--- src/rtl/ram_block_copier.sv ---
// rtl/ram_block_copier.sv - block copy master for the 8-bit-address, 32-bit-data banked RAM
// Optional feature macro: RAM_COPY_CHECKSUM_EN (adds a running sum of written words on o_checksum).
// The FSM state leads the RAM bus by one cycle. Every output is a register
// loaded from the current state, so the bus shows RD/WAIT/WR one cycle after
// the state register enters them. In the state WR the bus is still in its last
// WAIT cycle, so i_mem_rdata is valid and is captured straight into
// o_mem_wdata. That register acts as the read buffer.
module ram_block_copier #(
  parameter int RD_LAT = 1
) (
  input  logic        i_clk,
  input  logic        i_rst,
  input  logic        i_start,
  input  logic [7:0]  i_src_addr,
  input  logic [7:0]  i_dst_addr,
  input  logic [8:0]  i_len,
  output logic        o_busy,
  output logic        o_done,
  output logic [7:0]  o_mem_addr,
  output logic        o_mem_write,
  output logic [31:0] o_mem_wdata,
  input  logic [31:0] i_mem_rdata,
  output logic [31:0] o_checksum
);

  typedef enum logic [2:0] {
    S_IDLE = 3'd0,
    S_RD   = 3'd1,
    S_WAIT = 3'd2,
    S_WR   = 3'd3,
    S_FIN  = 3'd4
  } state_t;

  localparam logic [1:0] WAIT_LAST = 2'(RD_LAT - 1);

  state_t     r_state;
  state_t     w_next;
  logic       w_accept;
  logic [7:0] r_src;
  logic [7:0] r_dst;
  logic [8:0] r_cnt;
  logic [1:0] r_wait;

  // Next-state decode; a start is only accepted from IDLE, never queued
  always_comb begin
    w_next   = r_state;
    w_accept = 1'b0;
    case (r_state)
      S_IDLE: begin
        if (i_start) begin
          w_accept = 1'b1;
          w_next   = (i_len == 9'd0) ? S_FIN : S_RD;
        end
      end
      S_RD:   w_next = S_WAIT;
      S_WAIT: begin
        if (r_wait == 2'd0) begin
          w_next = S_WR;
        end
      end
      S_WR:   w_next = (r_cnt == 9'd1) ? S_FIN : S_RD;
      S_FIN:  w_next = S_IDLE;
      default: w_next = S_IDLE;
    endcase
  end

  // State register
  always_ff @(posedge i_clk or posedge i_rst) begin
    if (i_rst) begin
      r_state <= S_IDLE;
    end else begin
      r_state <= w_next;
    end
  end

  // Pointers, word counter and read-latency counter; pointers wrap 255->0
  always_ff @(posedge i_clk or posedge i_rst) begin
    if (i_rst) begin
      r_src  <= 8'd0;
      r_dst  <= 8'd0;
      r_cnt  <= 9'd0;
      r_wait <= 2'd0;
    end else begin
      if (w_accept) begin
        r_src <= i_src_addr;
        r_dst <= i_dst_addr;
        r_cnt <= i_len;
      end
      if (r_state == S_RD) begin
        r_wait <= WAIT_LAST;
      end else if ((r_state == S_WAIT) && (r_wait != 2'd0)) begin
        r_wait <= r_wait - 2'd1;
      end
      if (r_state == S_WR) begin
        r_src <= r_src + 8'd1;
        r_dst <= r_dst + 8'd1;
        r_cnt <= r_cnt - 9'd1;
      end
    end
  end

  // Registered bus and handshake outputs; address and write data hold outside RD/WR
  always_ff @(posedge i_clk or posedge i_rst) begin
    if (i_rst) begin
      o_busy      <= 1'b0;
      o_done      <= 1'b0;
      o_mem_addr  <= 8'd0;
      o_mem_write <= 1'b0;
      o_mem_wdata <= 32'd0;
    end else begin
      o_busy      <= (w_next != S_IDLE);
      o_done      <= (r_state == S_FIN);
      o_mem_write <= (r_state == S_WR);
      if (r_state == S_RD) begin
        o_mem_addr <= r_src;
      end else if (r_state == S_WR) begin
        o_mem_addr  <= r_dst;
        o_mem_wdata <= i_mem_rdata;
      end
    end
  end

`ifdef RAM_COPY_CHECKSUM_EN
  logic [31:0] r_checksum;

  // Running sum of written words, cleared on each accepted start
  always_ff @(posedge i_clk or posedge i_rst) begin
    if (i_rst) begin
      r_checksum <= 32'd0;
    end else if (w_accept) begin
      r_checksum <= 32'd0;
    end else if (r_state == S_WR) begin
      r_checksum <= r_checksum + i_mem_rdata;
    end
  end

  assign o_checksum = r_checksum;
`else
  assign o_checksum = 32'd0;
`endif

endmodule

--- config.mk ---
export PLATFORM = sky130hd
export DESIGN_NAME = ram_block_copier
export DESIGN_NICKNAME = d
export VERILOG_FILES = /design/src/rtl/ram_block_copier.sv
export SDC_FILE = /design/constraint.sdc
export NUM_CORES = 1
export LEC_CHECK = 0
export CORE_MARGIN = 1.5
export CORE_UTILIZATION = 48
export DETAILED_ROUTE_END_ITERATION = 10
export PLACE_DENSITY = 0.83
export SETUP_SLACK_MARGIN = 0.5
export SKIP_CTS_REPAIR_TIMING = 1
export SYNTH_ARGS = -nofsm -noshare
export SYNTH_HDL_FRONTEND = slang
export SYNTH_SLANG_ARGS = --single-unit
--- constraint.sdc ---
create_clock -name i_clk -period 5.9 [get_ports i_clk]
set_input_delay 0.885 -clock i_clk [delete_from_list [all_inputs] [get_ports i_clk]]
set_output_delay 0.885 -clock i_clk [all_outputs]
set_load 0.01 [all_outputs]
==> impl_metrics.py <==
metrics = {
    "logic_synthesis": {
        "synth-edff-count": 0,
        "post_synth.cell_area_avg_um2": 9.20,
        "gate_count_post_synth": 392,
        "synth-seq-area-share": 0.507,
        "synth-adder-area-share": 0.0174,
        "synth_largest_type_area_fraction": 0.507,
        "synth_top_cells_by_area": "dfrtp_1 51%, nand2_1 12%, buf_4 6.9%",
        "largest_family_of_logic_cells_by_synthesized_area": "simple AND/OR/NAND/NOR gates",
        "synth-xor-area-share": 0.00243,
        "synth-warning-count": 0,
        "yosys-mux-area-fraction": 0.0222,
        "post-synth-top-area-cell": "dfrtp_1",
        "ys_ff_latch": 73,
        "postSynth.asyncResetShare": 1.00,
        "synth_compound_area_frac": 0.123,
        "ys_dominant_reg_cell": "dfrtp_1",
        "netlist_area_um2": 3600,
        "ys_types": 44,
        "synthSimpleGateAreaFrac": 0.218,
    },
    "timing": {
        "peak_freq_ghz": 0.331,
        "final_critical_path_setup_slack_ps": 2880,
        "setup_tns_ps": 0,
        "worst_pin_slew_ps": 890,
        "timing.max_slew.rel_slack": 0.407,
        "hold_slack_ps": 476,
        "rsz0062_at_grt": "no",
        "final-max-slew-violation-count": 0,
        "min_period_over_period": 0.512,
        "finalClockSkew_ps": 8.56,
        "report.final.setup_viol": 0,
        "fin_crit_ps": 3020,
        "report.final.hold_viol_count": 0,
    },
    "worst_setup_path": {
        "setup.worst_path.start_class": "register",
        "endpoint_kind": "register",
        "worst_ep_arrival_time_ps": 3270,
        "critPathKind": "register to register",
        "critical-path-max-stage-delay_ps": 860,
        "crit_slowest_cell": "dfrtp_1",
        "crit_chain": "nand3b_4, inv_1, buf_4, and3_1, a211oi_1, a311oi_1",
        "critical_path.top_delay_family": "simple AND/OR/NAND/NOR gates",
        "cp_bufs_invs": 2,
        "critical_path_peak_fanout": 50,
        "worst_ep_required_time_ps": 6150,
    },
    "routing": {
        "postRouteWirelength_um": 8140,
        "detail_route.iter0.violations": 161,
        "routed-via-count": 2961,
        "firstDrtPassIters": 4,
        "wire_per_inst_um": 13.8,
        "drc": 0,
        "avgViaCountPerCell": 5.02,
        "ant_nets": 0,
    },
    "run_status": {
        "outcome": "finished clean",
    },
    "clock_network": {
        "tritoncts.num_buffers": 9,
        "clock_tree.buffer_depth": 2,
        "worst_skew_pair.late_latency_ps": 350,
        "ctsRootBufferMaster": "clkbuf_8",
        "numClockSinks": 73,
        "clock_tree.htree_level_count": 3,
        "register_clock_pin_slew_on_the_reported_worst_setup_and_hold_paths_ps": 80,
        "cts_tree": "yes",
    },
    "die": {
        "chipWidth_um": 89.7,
        "fp.dieArea_um2": 8040,
        "die_h_um": 89.7,
        "num_rows": 31,
        "ios": 135,
        "start_util": 0.497,
        "core_region_area_um2": 7250,
    },
    "cells_and_area": {
        "multiInputGateArea_um2": 1510,
        "final_nets": 551,
        "layout.cells.most_common_list": "117 x nand2_1, 102 x clkdlybuf4s50_1, 73 x dfrtp_1",
        "seq_area_um2": 1830,
        "fin_util": 0.652,
        "insertedDiodeCount": 0,
        "flow.area_growth_from_synthesis_pct": 31.2,
        "final_common_cell": "nand2_1",
        "drive_gt1_frac": 0.0570,
        "fill_cells": 594,
    },
    "pwr": {
        "power_density_nw_per_um2": 510,
        "total_power_mw": 2.41,
        "p_leak_nw": 2.18,
        "max-vdd-ir-drop_uv": 248,
    },
    "grt": {
        "gr-usage-all-layers": 0.206,
        "number_of_global_route_vias_before_repair": 2707,
        "grt_first_pass_wirelength_um": 12500,
        "globalRoute.totalOverflow": 0,
        "antenna_found_initial": 0,
        "grt_max_degree": 74,
    },
    "placement": {
        "final_replace_weighted_congestion": 0.816,
        "io_buffer_count": 102,
        "post-place-ws_ps": 2920,
        "post-dp-hpwl_um": 5780,
    },
    "flow_run": {
        "maxCapViolCount": 0,
    },
    "worst_hold_path": {
        "min-delay-path-class": "register to register",
    },
}
-- Yosys cell counts, drive strengths merged (2+ instances only) --
master  count
nor4        3
a211oi     11
dfrtp      73
clkbuf      6
and3        7
a31oi       2
inv        10
ha          5
nand2     118
buf        47
o21a        3
nor3        8
a21oi       6
a22o        2
nand3      10
a311oi      7
o22ai       2
mux2i       8
nor2       26
o221a       4
o211ai      2
o21ai      16
a221o       2
nor2b       2
-- power by group --
part	internal, mW	switching [mW]	leakage, nW
Clock	0.195	0.193	0.0994
Sequential	0.736	0.205	0.866
Combinational	0.533	0.548	1.21
-- flip-flops by register name (all words and copies together), names as in the netlist --
register     flops
o_busy           1
o_done           1
o_mem_addr       8
o_mem_wdata     32
o_mem_write      1
r_cnt            9
r_dst            8
r_src            8
r_state          3
r_wait           2
-- final timing paths --
path | slack (ps) | start | cells past startpoint | to
worst max-delay path | 2880 | r_state[1] | 6 | r_src[6]
worst min-delay path | 480 | o_mem_wdata[22] | 2 | o_mem_wdata[22]
worst max register to register | 2880 | r_state[1] | 6 | r_src[6]
worst min register to register | 480 | o_mem_wdata[22] | 2 | o_mem_wdata[22]
max in group asynchronous | 4200 | i_rst | 3 | o_mem_wdata[16]
min in group asynchronous | 1120 | i_rst | 3 | o_mem_wdata[15]
-- metrics by stage --
stage,std cells,area [um^2]
final,590,4730
after global routing,590,4730
after CTS,590,4730
after detailed placement,574,4540
after global placement,574,4540
after floorplan,423,3720
-- worst min-delay path, delay by kind of cell, from the launching register on --
family / cells / cell delay (ps)
AND/OR/NAND/NOR: 2 / 100
flip-flops: 1 / 340
-- area by class of cell --
class,count,area share
Timing Repair Buffer,105,0.221
Sequential cell,73,0.386
Tap cell,99,0.0262
Clock buffer,9,0.0262
Clock inverter,7,0.0148
Multi-Input combinational cell,287,0.318
Inverter,10,0.00793
-- metal layers --
metal  part of all wire  GRT usage
met5                  0          0
met4              0.013     0.0853
met3              0.056     0.0375
met2               0.49      0.330
met1               0.44      0.276
-- kinds of logic (layout without fill, tap and decap cells) --
logic type,after synthesis,after routing
flip-flops,73,73
adder cells (fa/ha/maj),5,5
XOR/XNOR,1,1
other,1,32
AND/OR/NAND/NOR,180,180
multiplexers,8,8
buffers and inverters,63,131
AO/OA/AOI/OAI,61,61
(Power assumes the default switching activity.)
